**config.mk**
```make
export PLATFORM = sky130hd
export DESIGN_NAME = qam_symbol_pacer
export DESIGN_NICKNAME = d
export VERILOG_FILES = /design/src/rtl/qam_symbol_pacer.sv
export SDC_FILE = /design/constraint.sdc
export NUM_CORES = 1
export LEC_CHECK = 0
export CORE_ASPECT_RATIO = 0.8
export CORE_UTILIZATION = 35
export DETAILED_ROUTE_END_ITERATION = 12
export HOLD_SLACK_MARGIN = 0.1
export PLACE_DENSITY = 0.66
export SYNTH_ARGS = -nofsm -noshare
export SYNTH_HDL_FRONTEND = slang
export SYNTH_SLANG_ARGS = --single-unit
```
**constraint.sdc**
```tcl
create_clock -name clk -period 2.7 [get_ports clk]
set_input_delay 0.81 -clock clk [delete_from_list [all_inputs] [get_ports clk]]
set_output_delay 0.81 -clock clk [all_outputs]
set_load 0.02 [all_outputs]
```
**src/rtl/qam_symbol_pacer.sv**
```systemverilog
// Sample-enable generator, symbol-boundary counter and symbol FIFO feeding the QAM mixer.
// Outputs are registered; the input side is valid/ready with s_ready = !full.
module qam_symbol_pacer #(
  parameter int BPS             = 2,
  parameter int SAMPLE_DIV      = 8,
  parameter int SAMPLES_PER_SYM = 125,
  parameter int FIFO_DEPTH      = 4,
  parameter logic [BPS-1:0] IDLE_SYMBOL = '0
) (
  input  logic                             clk,
  input  logic                             rst,
  input  logic                             en,
  input  logic [BPS-1:0]                   s_data,
  input  logic                             s_valid,
  output logic                             s_ready,
  output logic                             sample_en,
  output logic                             sym_strobe,
  output logic [BPS-1:0]                   sym_out,
  output logic                             sym_valid,
  output logic [$clog2(FIFO_DEPTH+1)-1:0]  fifo_level,
  output logic [7:0]                       underflow_cnt
);

  localparam int CW = $clog2(SAMPLE_DIV);
  localparam int SW = $clog2(SAMPLES_PER_SYM + 1);
  localparam int AW = $clog2(FIFO_DEPTH);
  localparam int LW = $clog2(FIFO_DEPTH + 1);

  localparam logic [CW-1:0] CLK_LAST = CW'(SAMPLE_DIV - 1);
  localparam logic [SW-1:0] SMP_LAST = SW'(SAMPLES_PER_SYM - 1);
  localparam logic [LW-1:0] LVL_FULL = LW'(FIFO_DEPTH);

  localparam logic [1:0] ST_OFF  = 2'd0;
  localparam logic [1:0] ST_WAIT = 2'd1;
  localparam logic [1:0] ST_RUN  = 2'd2;

  logic [1:0]     state;
  logic [CW-1:0]  clk_cnt;
  logic [SW-1:0]  smp_cnt;
  logic [AW-1:0]  wr_ptr;
  logic [AW-1:0]  rd_ptr;
  logic [BPS-1:0] mem [FIFO_DEPTH];

  logic           sample_tick;
  logic           boundary;
  logic           push;
  logic           pop;
  logic [LW-1:0]  level_nxt;

  // Pop is judged on the pre-edge level, so a push landing on the boundary edge waits.
  always_comb begin
    sample_tick = en && (clk_cnt == CLK_LAST);
    boundary    = sample_tick && (smp_cnt == SMP_LAST);
    push        = s_valid && s_ready;
    pop         = boundary && (fifo_level != '0);
    level_nxt   = fifo_level;
    if (push && !pop)
      level_nxt = fifo_level + LW'(1);
    else if (!push && pop)
      level_nxt = fifo_level - LW'(1);
  end

  always_ff @(posedge clk) begin
    if (push)
      mem[wr_ptr] <= s_data;
  end

  always_ff @(posedge clk or posedge rst) begin
    if (rst) begin
      state         <= ST_OFF;
      clk_cnt       <= '0;
      smp_cnt       <= '0;
      wr_ptr        <= '0;
      rd_ptr        <= '0;
      fifo_level    <= '0;
      s_ready       <= 1'b1;
      sample_en     <= 1'b0;
      sym_strobe    <= 1'b0;
      sym_out       <= IDLE_SYMBOL;
      sym_valid     <= 1'b0;
      underflow_cnt <= '0;
    end else begin
      if (push)
        wr_ptr <= wr_ptr + AW'(1);
      if (pop)
        rd_ptr <= rd_ptr + AW'(1);
      fifo_level <= level_nxt;
      s_ready    <= (level_nxt != LVL_FULL);

      if (!en) begin
        state      <= ST_OFF;
        clk_cnt    <= '0;
        smp_cnt    <= '0;
        sample_en  <= 1'b0;
        sym_strobe <= 1'b0;
        sym_out    <= IDLE_SYMBOL;
        sym_valid  <= 1'b0;
      end else begin
        clk_cnt    <= sample_tick ? '0 : clk_cnt + CW'(1);
        sample_en  <= sample_tick;
        sym_strobe <= boundary;
        if (sample_tick)
          smp_cnt <= boundary ? '0 : smp_cnt + SW'(1);

        if (boundary) begin
          if (pop) begin
            sym_out   <= mem[rd_ptr];
            sym_valid <= 1'b1;
            state     <= ST_RUN;
          end else begin
            sym_out   <= IDLE_SYMBOL;
            sym_valid <= 1'b0;
            // Only a starved RUN counts; idling in WAIT is expected.
            if (state == ST_RUN && underflow_cnt != 8'hFF)
              underflow_cnt <= underflow_cnt + 8'd1;
            state <= ST_WAIT;
          end
        end else if (state == ST_OFF) begin
          state <= ST_WAIT;
        end
      end
    end
  end

endmodule

```
After elaboration in Yosys (flattened, before gate mapping) --
Memories as Yosys holds them, arrays and structs flattened. Index checks and enable logic that the tools add are counted.
Word-level totals: bits in registers 33, bits in writable memories 8, input port bits 6, logic and storage cells 62, memories kept 1
Cells by class: add/sub/neg operators 7, eq/ne operators 8, muxes and demuxes 21, bitwise logic cells 1, reduce and logical (&&, ||, !) cells 12
Memory list:
- mem | depth 4, bits a word 2, read ports 1, clocked after memory_dff 0, write ports 1, RTL line 42 | logic [BPS-1:0] mem [FIFO_DEPTH];
Operator list (number):
- $mux 7 | 3
- $mux 2 | 7
- $mux 3 | 4
- $add 8x1->8 const B | 1
- $ne 8x8->1 const B | 1
- $add 7x1->7 const B | 1
- $eq 7x7->1 const B | 1
- $logic_and 1x1->1 | 7
- $mux 1 | 7
- $add 3x1->3 const B | 2
- $add 2x1->2 const B | 2
- $ne 2x1->1 const B | 2
- $reduce_and 4->1 | 1
- $eq 3x3->1 const B | 1
- $ne 3x1->1 const B | 1
- $ne 3x3->1 const B | 1
- $reduce_bool 3->1 | 1
- $sub 3x1->3 const B | 1
- $eq 2x2->1 const B | 1
- $logic_not 1->1 | 2
- $logic_not 2->1 | 1
- $not 1->1 | 1

Logic depth before layout (Yosys ltp) --
word-level depth 8, mapped depth 8

Worst setup path after synthesis --
OpenSTA, ideal clock, no wires.
kind input -> register, start point input en, end point register underflow_cnt[1], arrival time 1.971 ns, slack 0.601 ns, cell stages on the path 5, path buffers 1, cells stage by stage buf_4 -> and4_1 -> nand2_2 -> a311oi_4 -> mux2_1
On the way: longest elaborated chain between the ends 5
Ends and longest elaborated chain:
- start: declaration | RTL line 12 | input logic en,
- $logic_and 1x1->1 | RTL line 52 | sample_tick = en && (clk_cnt == CLK_LAST);
- $logic_and 1x1->1 | RTL line 53 | boundary = sample_tick && (smp_cnt == SMP_LAST);
- $logic_and 1x1->1 | RTL line 55 | pop = boundary && (fifo_level != '0);
- $not 1->1 (no source line)
- $reduce_and 4->1 (no source line) *
- end signal: assignment | RTL line 115 | underflow_cnt <= underflow_cnt + 8'd1;
- end: declaration | RTL line 21 | output logic [7:0] underflow_cnt
Every way passes the cells marked *; elsewhere a longest branch is shown, timed or not. A chain may end at the register's enable or synchronous reset.

Worst setup path in the final report --
Same ends and word-level chain as after synthesis.

==> impl_summary.md <==
Yosys
When the netlist entered floorplanning its net count stood at 170. The primary flip-flop cell chosen by synthesis mapping is sky130_fd_sc_hd__dfrtp_1. The fraction of synthesized cell area taken by the top area cell type is a little over two fifths. Yosys printed 0 warnings. The mean post-synth cell area is between 10 and 15 µm². For this run, asynchronously set or reset flops after synthesis account for 80.5%.

Synthesis instantiated 35 different standard cells from the library. The leading area contributor after synthesis is sky130_fd_sc_hd__dfrtp_1. The mapped netlist covers approximately 1900 µm². After synthesis, flip-flops and latches occupy between 50 and 60% of the total area. In the synthesized netlist, the number of instances is around 150. The number of flops mapped to enable cells by yosys is 8. In the post-synthesis netlist, the biggest area contributors are sky130_fd_sc_hd__dfrtp_1, sky130_fd_sc_hd__edfxtp_1, sky130_fd_sc_hd__ha_1, sky130_fd_sc_hd__xnor2_1, sky130_fd_sc_hd__nand4_1.

The register bit count reported by yosys is a little over 40.

Critical path
Of all nets on the critical path, the largest fanout is 8. For the worst setup path, the data required time is approximately 2900 ps. STA classifies the critical path startpoint as an input port. The critical path arrival is between 2000 and 3000 ps.

The beginning of the worst register-to-register path is fifo_level[0]$_DFF_PP0_. The nature of the critical path endpoint is a register. The slack of the worst reg-to-reg path is roughly 620 ps. The startpoint-to-endpoint class of the critical path is in2reg. The cell count of the worst reg-to-reg path is 7. The worst reg2reg path endpoint is s_ready$_DFF_PP1_.

Timing
The fmax is ~0.43 GHz. In this run the tightest slew margin relative to its limit is 70.4%. The number of pins with negative max-slew slack in the final report came to 0.

Setup violations remaining at the end of the flow were counted as 0. The measured slew at the worst slew-check pin is 443 ps. The final critical delay including setup and external delays is between 2000 and 2500 ps. The total negative setup slack is 0 ps. Across the routed clock network, the largest skew measured is 3.72 ps. Final hold analysis gives a worst-case slack of 436 ps. The number of hold-slack violations in the final timing report is 0. Of the available clock period, the critical path in the final layout requires a little under nine tenths.

Setup repair after global routing left no endpoint under its margin.

Clock network
Clock-pin slew was measured on the worst setup and hold paths at approximately 70 ps. The tree built by TritonCTS fans out to 41 sinks. The TritonCTS clock tree is done. The latest clock arrival within the worst-skew pair is about 280 ps. After clock tree synthesis, the setup repair step added 0 buffers. The buffer depth of the longest clock path is 2. In this run, post-CTS repair resized a total of 0 instances.

The number of buffers added by the clock tree synthesis step is 5. The H-tree depth is 2. The number of buffers inserted by hold repair at cts is 0. The library cell used as clock root buffer is sky130_fd_sc_hd__clkbuf_8.

Pwr
For this design the ratio of total power to cell area is roughly 710 nW/µm². The sum of internal, switching and leakage power is 1.65 mW. The peak ir drop on the vdd network is about 0.00037 V. The static power due to leakage is 1.04 nW.

Drt
The detailed router placed ~1200 vias in this run. The number of nets with antenna violations after detailed routing is 0. The detailed router finished its first iteration with 46 violations. Dividing the detail-routed via count by the number of cells gives 5.02. The post-route DRC violation count is 0. In the final routed layout, each cell accounts on average for 13.6 µm.

The first-pass detailed-route iteration total is 6. The routed design has between 3000 and 4000 µm of wire.

Final layout
The flip-flop and latch area is ~1100 µm². The number of nets in the layout is 202. Compared with the post-synthesis result, the final layout area differs by 22.1%.

The layout has between 400 and 500 filler cells. In the final layout, the multi-input gates occupy between 700 and 800 µm². The diode insertion count for antenna repair is 0. The final non-filler cell area is ~2300 µm². The ratio of cells with drive above 1 in the final layout is 11.9%. The finished layout holds between 200 and 250 standard cells, fillers aside.

Floorplanning
Pin placement for this block handled 23 I/O pins. The height of the die is 68.1 µm. The placeable core region is 5120 µm². The number of rows created at floorplan is 23.

The die covers 5760 µm². Once the floorplan was initialized, standard cells occupied between 30% and 40% of the core. In this run the horizontal extent of the chip is around 85 µm.

Run status
The flow ran to the end, and the final reports show no timing, DRC or antenna violations.

Placed design
The post-DP HPWL is between 2000 and 2500 µm. In this run the tool buffered the top-level ports with 22 buffer cells. The cell area after placement is ~2200 µm². The number of placed instances, taps included, is ~240. The congestion estimate from routability-driven global placement came to between 0.7 and 0.8.

Global route
Entering global routing, the biggest net connects 34 pins. The first global-routing pass estimated 5480 µm of wire. The global routing usage summed across all routing layers is about an eighth. The number of global-route vias before repair was between 1000 and 1500. The overflow left after global routing is 0. The initial antenna violation count came to 0.

Run
The number of max-cap violations is 0.

Worst hold path
The path with the worst hold slack has its endpoint at clk_cnt[0]$_DFF_PP0_. The path class of the lowest-slack min-delay path is reg2reg. Along the worst hold path, the cell count comes to 1. The worst hold path begins at clk_cnt[0]$_DFF_PP0_.
==> sequential cells by signal, summed over array words and instances, names as in the netlist <==
| name | count |
|---|---|
| smp_cnt | 7 |
| state | 2 |
| mem | 8 |
| clk_cnt | 3 |
| rd_ptr | 2 |
| fifo_level | 3 |
| sample_en | 1 |
| wr_ptr | 2 |
| s_ready | 1 |
| sym_valid | 1 |
| sym_strobe | 1 |
| sym_out | 2 |
| underflow_cnt | 8 |
==> metrics by stage <==
step / worst slack, ps / util (%)
finish: 369 / 45.6
floorplan: 601 / -
global placement: 112 / 43.5
CTS: 364 / 45.6
detailed placement: 49.5 / 43.5
global route: 281 / 45.6
==> cell families (layout without fill, tap and decap cells) <==
logic type / after synthesis / count (layout) / share of synthesized area, %
muxes: 4 / 4 / 3.54
adders and majority gates: 13 / 13 / 8.38
xor gates and xnor gates: 17 / 17 / 7.79
DFF: 41 / 41 / 55.9
AOI/OAI and AO/OA: 15 / 15 / 6.55
buffers and inverters: 11 / 44 / 2.75
and+or+nand+nor: 51 / 51 / 15.1
==> layout make-up <==
type | count | area share [%]
clock buffer | 6 | 3.11
clock inverter | 2 | 1.45
inverter | 9 | 1.45
multi-input combinational | 100 | 33.9
sequential | 41 | 45.7
tap | 62 | 3.32
timing repair buffer | 27 | 11.0
==> Yosys cell counts, types with 6 or more instances <==
cell                       count
sky130_fd_sc_hd__and3_1        6
sky130_fd_sc_hd__dfrtp_1      32
sky130_fd_sc_hd__edfxtp_1      8
sky130_fd_sc_hd__ha_1         12
sky130_fd_sc_hd__inv_1         9
sky130_fd_sc_hd__nand2_1      10
sky130_fd_sc_hd__nand4_1      11
sky130_fd_sc_hd__nor2_1        6
sky130_fd_sc_hd__xnor2_1      11
sky130_fd_sc_hd__xor2_1        6
==> power breakdown <==
group | leakage (nW) | switching (mW) | total [mW] | internal [mW]
logic | 0.470 | 0.214 | 0.402 | 0.188
registers | 0.516 | 0.0638 | 0.779 | 0.715
clock network | 0.0528 | 0.196 | 0.469 | 0.273
total | 1.04 | 0.474 | 1.65 | 1.18
==> routing by layer <==
layer	share of wire, %	vias up	GRT usage, %
li1	-	597	-
met1	49	620	15.6
met5	0	-	0
met2	46	20	21.3
met4	0.86	0	5.08
met3	3.5	2	3.98
==> cell usage in the layout, fill, tap and decap left out, drive strengths merged, types with 3 or more instances in the layout <==
master,count
a22o,3
xor2,6
nor2,6
xnor2,11
nor2b,4
and3,6
inv,9
edfxtp,8
buf,5
clkbuf,6
dfrtp,32
nand2,12
nand4,11
and2,4
clkdlybuf4s50,22
ha,12
o21ai,4
==> worst max-delay path: stages <==
cell                              delay (ps)
sky130_fd_sc_hd__clkdlybuf4s50_1         570
sky130_fd_sc_hd__and4_1                  280
sky130_fd_sc_hd__nand2_2                  90
sky130_fd_sc_hd__a311oi_4                390
sky130_fd_sc_hd__mux2_1                  360
==> worst max-delay path by stage <==
stage / from / endpoint / slack, ps / cells after the start
after global routing: en / underflow_cnt[1]$_DFFE_PP0P_ / 280 / 5
after floorplan: en / underflow_cnt[1]$_DFFE_PP0P_ / 600 / 5
final: en / underflow_cnt[1]$_DFFE_PP0P_ / 370 / 5
after detailed placement: en / underflow_cnt[1]$_DFFE_PP0P_ / 50 / 5
after CTS: en / underflow_cnt[1]$_DFFE_PP0P_ / 360 / 5
after global placement: en / underflow_cnt[1]$_DFFE_PP0P_ / 110 / 5
Power figures use the tool's default switching activity.
